==> src/rtl/moosic_key_ctrl_if.sv <==
// Handshake bundle between the key sequencer and its host.
// The host drives key loads and increment requests; the sequencer returns the armed key and status.
interface moosic_key_ctrl_if #(
  parameter int KEY_SIZE = 6
);
  logic                load_start;
  logic                bit_valid;
  logic                bit_data;
  logic                incr_req;
  logic [KEY_SIZE-1:0] key_out;
  logic                key_valid;
  logic                do_incr;
  logic                busy;
  logic                err;
  logic                lockout;

  modport master (
    output load_start, bit_valid, bit_data, incr_req,
    input  key_out, key_valid, do_incr, busy, err, lockout
  );

  modport slave (
    input  load_start, bit_valid, bit_data, incr_req,
    output key_out, key_valid, do_incr, busy, err, lockout
  );
endinterface

==> src/rtl/moosic_key_ctrl.sv <==
// Key-load and increment sequencer for the moosic locked counter.
// Define MOOSIC_KEY_ZEROIZE_EN to clear key_out whenever no valid key is armed.
module moosic_key_ctrl #(
  parameter int KEY_SIZE    = 6,
  parameter int RETRY_LIMIT = 3
) (
  input  logic                    clk,
  input  logic                    rst_n,
  moosic_key_ctrl_if.slave        bus
);

  localparam int CNT_W  = $clog2(KEY_SIZE + 2);
  localparam int FAIL_W = $clog2(RETRY_LIMIT + 1);

  localparam logic [CNT_W-1:0]  LAST_IDX  = CNT_W'(KEY_SIZE);
  localparam logic [FAIL_W-1:0] RETRY_MAX = FAIL_W'(RETRY_LIMIT);

  typedef enum logic [2:0] {
    IDLE    = 3'd0,
    SHIFT   = 3'd1,
    CHECK   = 3'd2,
    ARMED   = 3'd3,
    LOCKOUT = 3'd4
  } state_e;

  state_e              state_q,   state_d;
  logic [KEY_SIZE:0]   sreg_q,    sreg_d;
  logic [CNT_W-1:0]    cnt_q,     cnt_d;
  logic [FAIL_W-1:0]   fail_q,    fail_d;
  logic [KEY_SIZE-1:0] key_q,     key_d;
  logic                err_q,     err_d;
  logic                do_incr_q, do_incr_d;

  logic                parity_ok;
  logic [FAIL_W-1:0]   fail_inc;

  // Shift register holds key bits in [KEY_SIZE:1] and the parity bit in [0].
  assign parity_ok = ((^sreg_q[KEY_SIZE:1]) == sreg_q[0]);
  assign fail_inc  = (fail_q == RETRY_MAX) ? fail_q : fail_q + FAIL_W'(1);

  always_comb begin
    // NOTE: every signal gets a default before the case so no path leaves it unassigned (no latches).
    state_d   = state_q;
    sreg_d    = sreg_q;
    cnt_d     = cnt_q;
    fail_d    = fail_q;
    key_d     = key_q;
    err_d     = 1'b0;
    do_incr_d = (state_q == ARMED) && bus.incr_req;

    unique case (state_q)
      IDLE: begin
        sreg_d = '0;
        cnt_d  = '0;
        if (bus.load_start) state_d = SHIFT;
      end
      ARMED: begin
        sreg_d = '0;
        cnt_d  = '0;
        if (bus.load_start) begin
          state_d = SHIFT;
`ifdef MOOSIC_KEY_ZEROIZE_EN
          key_d   = '0;
`endif
        end
      end
      SHIFT: begin
        if (bus.bit_valid) begin
          sreg_d = {sreg_q[KEY_SIZE-1:0], bus.bit_data};
          cnt_d  = cnt_q + CNT_W'(1);
          if (cnt_q == LAST_IDX) state_d = CHECK;
        end
      end
      CHECK: begin
        if (parity_ok) begin
          key_d   = sreg_q[KEY_SIZE:1];
          fail_d  = '0;
          state_d = ARMED;
        end else begin
          err_d   = 1'b1;
          fail_d  = fail_inc;
`ifdef MOOSIC_KEY_ZEROIZE_EN
          key_d   = '0;
`endif
          state_d = (fail_inc == RETRY_MAX) ? LOCKOUT : IDLE;
        end
      end
      LOCKOUT: ;
      default: state_d = IDLE;
    endcase
  end

  // NOTE: every register, the shift register included, is reset so an aborted load leaves no residue.
  always_ff @(posedge clk or negedge rst_n) begin
    if (!rst_n) begin
      state_q   <= IDLE;
      sreg_q    <= '0;
      cnt_q     <= '0;
      fail_q    <= '0;
      key_q     <= '0;
      err_q     <= 1'b0;
      do_incr_q <= 1'b0;
    end else begin
      // NOTE: non-blocking assignments so every register samples the pre-edge values.
      state_q   <= state_d;
      sreg_q    <= sreg_d;
      cnt_q     <= cnt_d;
      fail_q    <= fail_d;
      key_q     <= key_d;
      err_q     <= err_d;
      do_incr_q <= do_incr_d;
    end
  end

  assign bus.key_out   = key_q;
  assign bus.key_valid = (state_q == ARMED);
  assign bus.do_incr   = do_incr_q;
  assign bus.busy      = (state_q == SHIFT) || (state_q == CHECK);
  assign bus.err       = err_q;
  assign bus.lockout   = (state_q == LOCKOUT);

endmodule

==> src/flat_wrapper.sv <==
// flat-port wrapper written by rule: the top's interface ports become plain ports
module moosic_key_ctrl_flat 
#(
  parameter int KEY_SIZE    = 6,
  parameter int RETRY_LIMIT = 3
)
  (clk, rst_n, bus_load_start, bus_bit_valid, bus_bit_data, bus_incr_req, bus_key_out, bus_key_valid, bus_do_incr, bus_busy, bus_err, bus_lockout);
  moosic_key_ctrl_if #(.KEY_SIZE(KEY_SIZE)) bus_i ();
  input  logic clk;
  input  logic rst_n;
  input wire logic [$bits(bus_i.load_start)-1:0] bus_load_start;
  input wire logic [$bits(bus_i.bit_valid)-1:0] bus_bit_valid;
  input wire logic [$bits(bus_i.bit_data)-1:0] bus_bit_data;
  input wire logic [$bits(bus_i.incr_req)-1:0] bus_incr_req;
  output wire logic [$bits(bus_i.key_out)-1:0] bus_key_out;
  output wire logic [$bits(bus_i.key_valid)-1:0] bus_key_valid;
  output wire logic [$bits(bus_i.do_incr)-1:0] bus_do_incr;
  output wire logic [$bits(bus_i.busy)-1:0] bus_busy;
  output wire logic [$bits(bus_i.err)-1:0] bus_err;
  output wire logic [$bits(bus_i.lockout)-1:0] bus_lockout;
  assign bus_i.load_start = bus_load_start;
  assign bus_i.bit_valid = bus_bit_valid;
  assign bus_i.bit_data = bus_bit_data;
  assign bus_i.incr_req = bus_incr_req;
  assign bus_key_out = bus_i.key_out;
  assign bus_key_valid = bus_i.key_valid;
  assign bus_do_incr = bus_i.do_incr;
  assign bus_busy = bus_i.busy;
  assign bus_err = bus_i.err;
  assign bus_lockout = bus_i.lockout;
  moosic_key_ctrl #(.KEY_SIZE(KEY_SIZE), .RETRY_LIMIT(RETRY_LIMIT)) u_core (.clk(clk), .rst_n(rst_n), .bus(bus_i));
endmodule
==> config.mk <==
export PLATFORM = sky130hd
export DESIGN_NAME = moosic_key_ctrl_flat
export DESIGN_NICKNAME = d
export VERILOG_FILES = /design/src/rtl/moosic_key_ctrl_if.sv /design/src/rtl/moosic_key_ctrl.sv /design/src/flat_wrapper.sv
export SDC_FILE = /design/constraint.sdc
export NUM_CORES = 1
export LEC_CHECK = 0
export CORE_MARGIN = 4
export CORE_UTILIZATION = 40
export DETAILED_ROUTE_END_ITERATION = 12
export PLACE_DENSITY_LB_ADDON = 0.25
export SYNTH_ARGS = -nofsm -noshare
export SYNTH_HDL_FRONTEND = slang
export SYNTH_SLANG_ARGS = --single-unit
==> constraint.sdc <==
create_clock -name clk -period 4.8 [get_ports clk]
set_clock_uncertainty 0.05 [all_clocks]
set_input_delay 1.2 -clock clk [delete_from_list [all_inputs] [get_ports clk]]
set_output_delay 1.2 -clock clk [all_outputs]
set_load 0.005 [all_outputs]
==> impl_results.md <==
* Status: complete, no violations
* Hold wc startpoint: u_core.bus.key_out[3]
* Routed Antenna Nets at 0
* R2r setup slk at 2.96 ns
* Syn Inst Count at 99
* Worst vdd ir at 0.000255 V
* WL/cell at 13.9 um
* Min Hold Slack at 0.474 ns
* R2r endpoint: u_core.bus.key_out[4]
* Vias in the first global route at 779
* R2R depth at 4
* Critical path launch point type: flip-flop
* HPWL after DPL at 1.44 mm
* Post-synthesis sequential area ratio at 0.509
* IO Pins at 17
* Synthesis Warnings at 0
* Gp weighted congestion at 0.735
* Starting Density at 0.414
* Max Cap Viol at 0
* Worst flop-to-flop path startpoint: u_core.sreg_q[1]
* Final worst-path cycle share at 0.642
* Post-CTS setup buffers at 0
* Layout cell share with drive strength beyond 1 at 0.121
* Htree depth at 1
* Root buffer cell: clkbuf_4
* Die W at 61.2 um
* Critical Setup Path Class: reg2out
* CP Capture Type: primary output
* WP data required at 3.55 ns
* Vias post-DR at 762
* PwrDens at 496 mW/mm^2
* Syn avg cell area at 11.4 um^2
* Post-CTS sizing at 0
* Drt pass-1 iters at 5
* Largest net degree at the start of global routing at 24
* Final Hold Viols at 0
* Core Area at 0.00273 mm^2
* Clock Latency Late Sink at 0.31 ns
* Worst Path Arrival at 1.83 ns
* Die area at 0.00374 mm^2
* CTS tree: done
* CTS clk-pin slew, worst paths at 0.13 ns
* Gr usage total at 0.131
* Max Root-Sink Buffers at 2
* Die height at 61.2 um
* Hold depth at 1
* ANT cells at 0
* Global route overflow at 0
* LEAKAGE at 0.630 nW
* Initial drt markers at 22
* RSZ-0062 raised after global routing: no
* Row count at 19
* CP peak stage delay at 0.52 ns
* Final wirelength at 2.05 mm
* Max Slew Vio Count at 0
* Hold Crit Class: reg2reg
* Mapped cell area at 0.00113 mm^2
* Setup TNS at 0 ns
* Worst slew pin tran at 1.03 ns
* Area Growth Syn to Fin at 18.4%
* Hold_buf cts at 0
* Vias/cell at 5.18
* Remaining DRCs at 0
* Storage cell area at 576 um^2
* Initial antenna violation count at 0
* FILL cells at 258
* Post-Syn Nets at 107
* Worst path slowest cell: clkdlybuf4s50_1
* #FFs+latches synth at 23
* Fmax at 324 MHz
* CTS Buf Count at 3
* Multi-input logic area at 526 um^2
* CP startpoint: u_core.state_q[1]
* Global-route wire length before repair at 3.60 mm
* Worst path cell trace: nand2b_1 -> a21oi_1 -> clkdlybuf4s50_1
* Port bufs at 16
* Tmin final at 3.08 ns
* Worst-path fanout max at 11
* Nets at 125
* Slew HR at 0.313
* Sink Count at 23
* Synth cell types at 31
* Final setup viols at 0
* Hold worst-path end: u_core.bus.key_out[3]
logic make-up (layout without fill, tap and decap cells):
logic type,count (synthesis),after routing,share of synthesized area
AO/OA/AOI/OAI,25,25,0.135
XOR/XNOR,4,4,0.0564
adder cells (fa/ha/maj),2,2,0.0221
buffers and inverters,6,23,0.0265
flip-flops,23,23,0.509
multiplexers,8,8,0.0973
AND/OR/NAND/NOR,31,31,0.154
metrics by stage:
stage | setup slack, ns | power, mW | util | std cells | area [um^2]
3_3_place_gp | 2.00 | 0.573 | 0.480 | 143 | 1310
2_1_floorplan | 2.65 | 0.493 | - | 99 | 1130
6_report | 1.72 | 0.664 | 0.490 | 147 | 1340
5_1_grt | 1.61 | 0.717 | 0.490 | 147 | 1340
3_5_place_dp | 1.90 | 0.580 | 0.480 | 143 | 1310
4_1_cts | 1.70 | 0.672 | 0.490 | 147 | 1340
Yosys cell counts:
cell type / instances / area, um^2
a211oi_1: 1 / 7.51
a21o_1: 1 / 7.51
a21oi_1: 4 / 20.0
a22oi_1: 8 / 60.1
and2_1: 1 / 6.26
and3b_1: 1 / 8.76
buf_6: 1 / 11.3
clkbuf_1: 2 / 7.51
clkinv_1: 1 / 3.75
dfrtp_1: 23 / 576
ha_1: 2 / 25.0
inv_1: 2 / 7.51
mux2_4: 6 / 90.1
mux2i_1: 2 / 20.0
nand2_1: 13 / 48.8
nand2_4: 1 / 11.3
nand2b_1: 3 / 18.8
nand3_1: 1 / 5.00
nand3b_1: 1 / 7.51
nor2_1: 3 / 11.3
nor2_8: 1 / 20.0
nor2b_1: 2 / 12.5
nor3_1: 2 / 10.0
nor3b_1: 1 / 7.51
o21ai_0: 10 / 50.1
o31ai_1: 1 / 7.51
or2_2: 1 / 6.26
xnor2_1: 1 / 8.76
xnor3_1: 1 / 22.5
xnor3_2: 1 / 23.8
xor2_1: 1 / 8.76
worst max path at each step:
stage | slack, ns | end
3_5_place_dp | 1.90 | u_core.cnt_q[0]
5_1_grt | 1.61 | bus_busy
6_report | 1.72 | bus_busy
3_3_place_gp | 2.00 | u_core.cnt_q[0]
4_1_cts | 1.70 | bus_busy
2_1_floorplan | 2.65 | bus_busy
cell type report:
type / count / share of cell area
sequential: 23 / 0.430
clock buffer: 3 / 0.0168
tap: 31 / 0.0290
multi-input combinational: 70 / 0.393
timing repair buffer: 16 / 0.120
clock inverter: 1 / 0.00374
inverter: 3 / 0.00841
cell usage in the layout, fill, tap and decap left out, types with 3 or more instances in the layout:
cell type,count
a22oi_1,8
o21ai_0,10
clkbuf_4,3
dfrtp_1,23
nand2b_1,3
a21oi_1,4
clkdlybuf4s50_1,16
nor2_1,3
mux2_4,6
nand2_1,13
routing by layer:
layer / global-route usage / routed length, um
met2: 0.210 / 986
met5: 0 / 0
met1: 0.170 / 976
met3: 0.0294 / 77
met4: 0.0557 / 8
flip-flops by register name, indices dropped and copies added, names as in the netlist:
| signal | count |
|---|---|
| u_core.bus.do_incr | 1 |
| u_core.fail_q | 2 |
| u_core.bus.err | 1 |
| u_core.state_q | 3 |
| u_core.sreg_q | 7 |
| u_core.bus.key_out | 6 |
| u_core.cnt_q | 3 |
power breakdown:
group,internal [mW],switching [mW]
logic,0.145,0.119
registers,0.249,0.0617
clock network,0.0311,0.0584
worst max-delay path: cells and delay by family (launching register included):
| family | cells | cell delay (ns) |
|---|---|---|
| AOI/OAI and AO/OA | 1 | 0.21 |
| buffers and inverters | 1 | 0.52 |
| DFF | 1 | 0.46 |
| and+or+nand+nor | 1 | 0.34 |
Note: power is estimated with default switching activity, not from simulation.
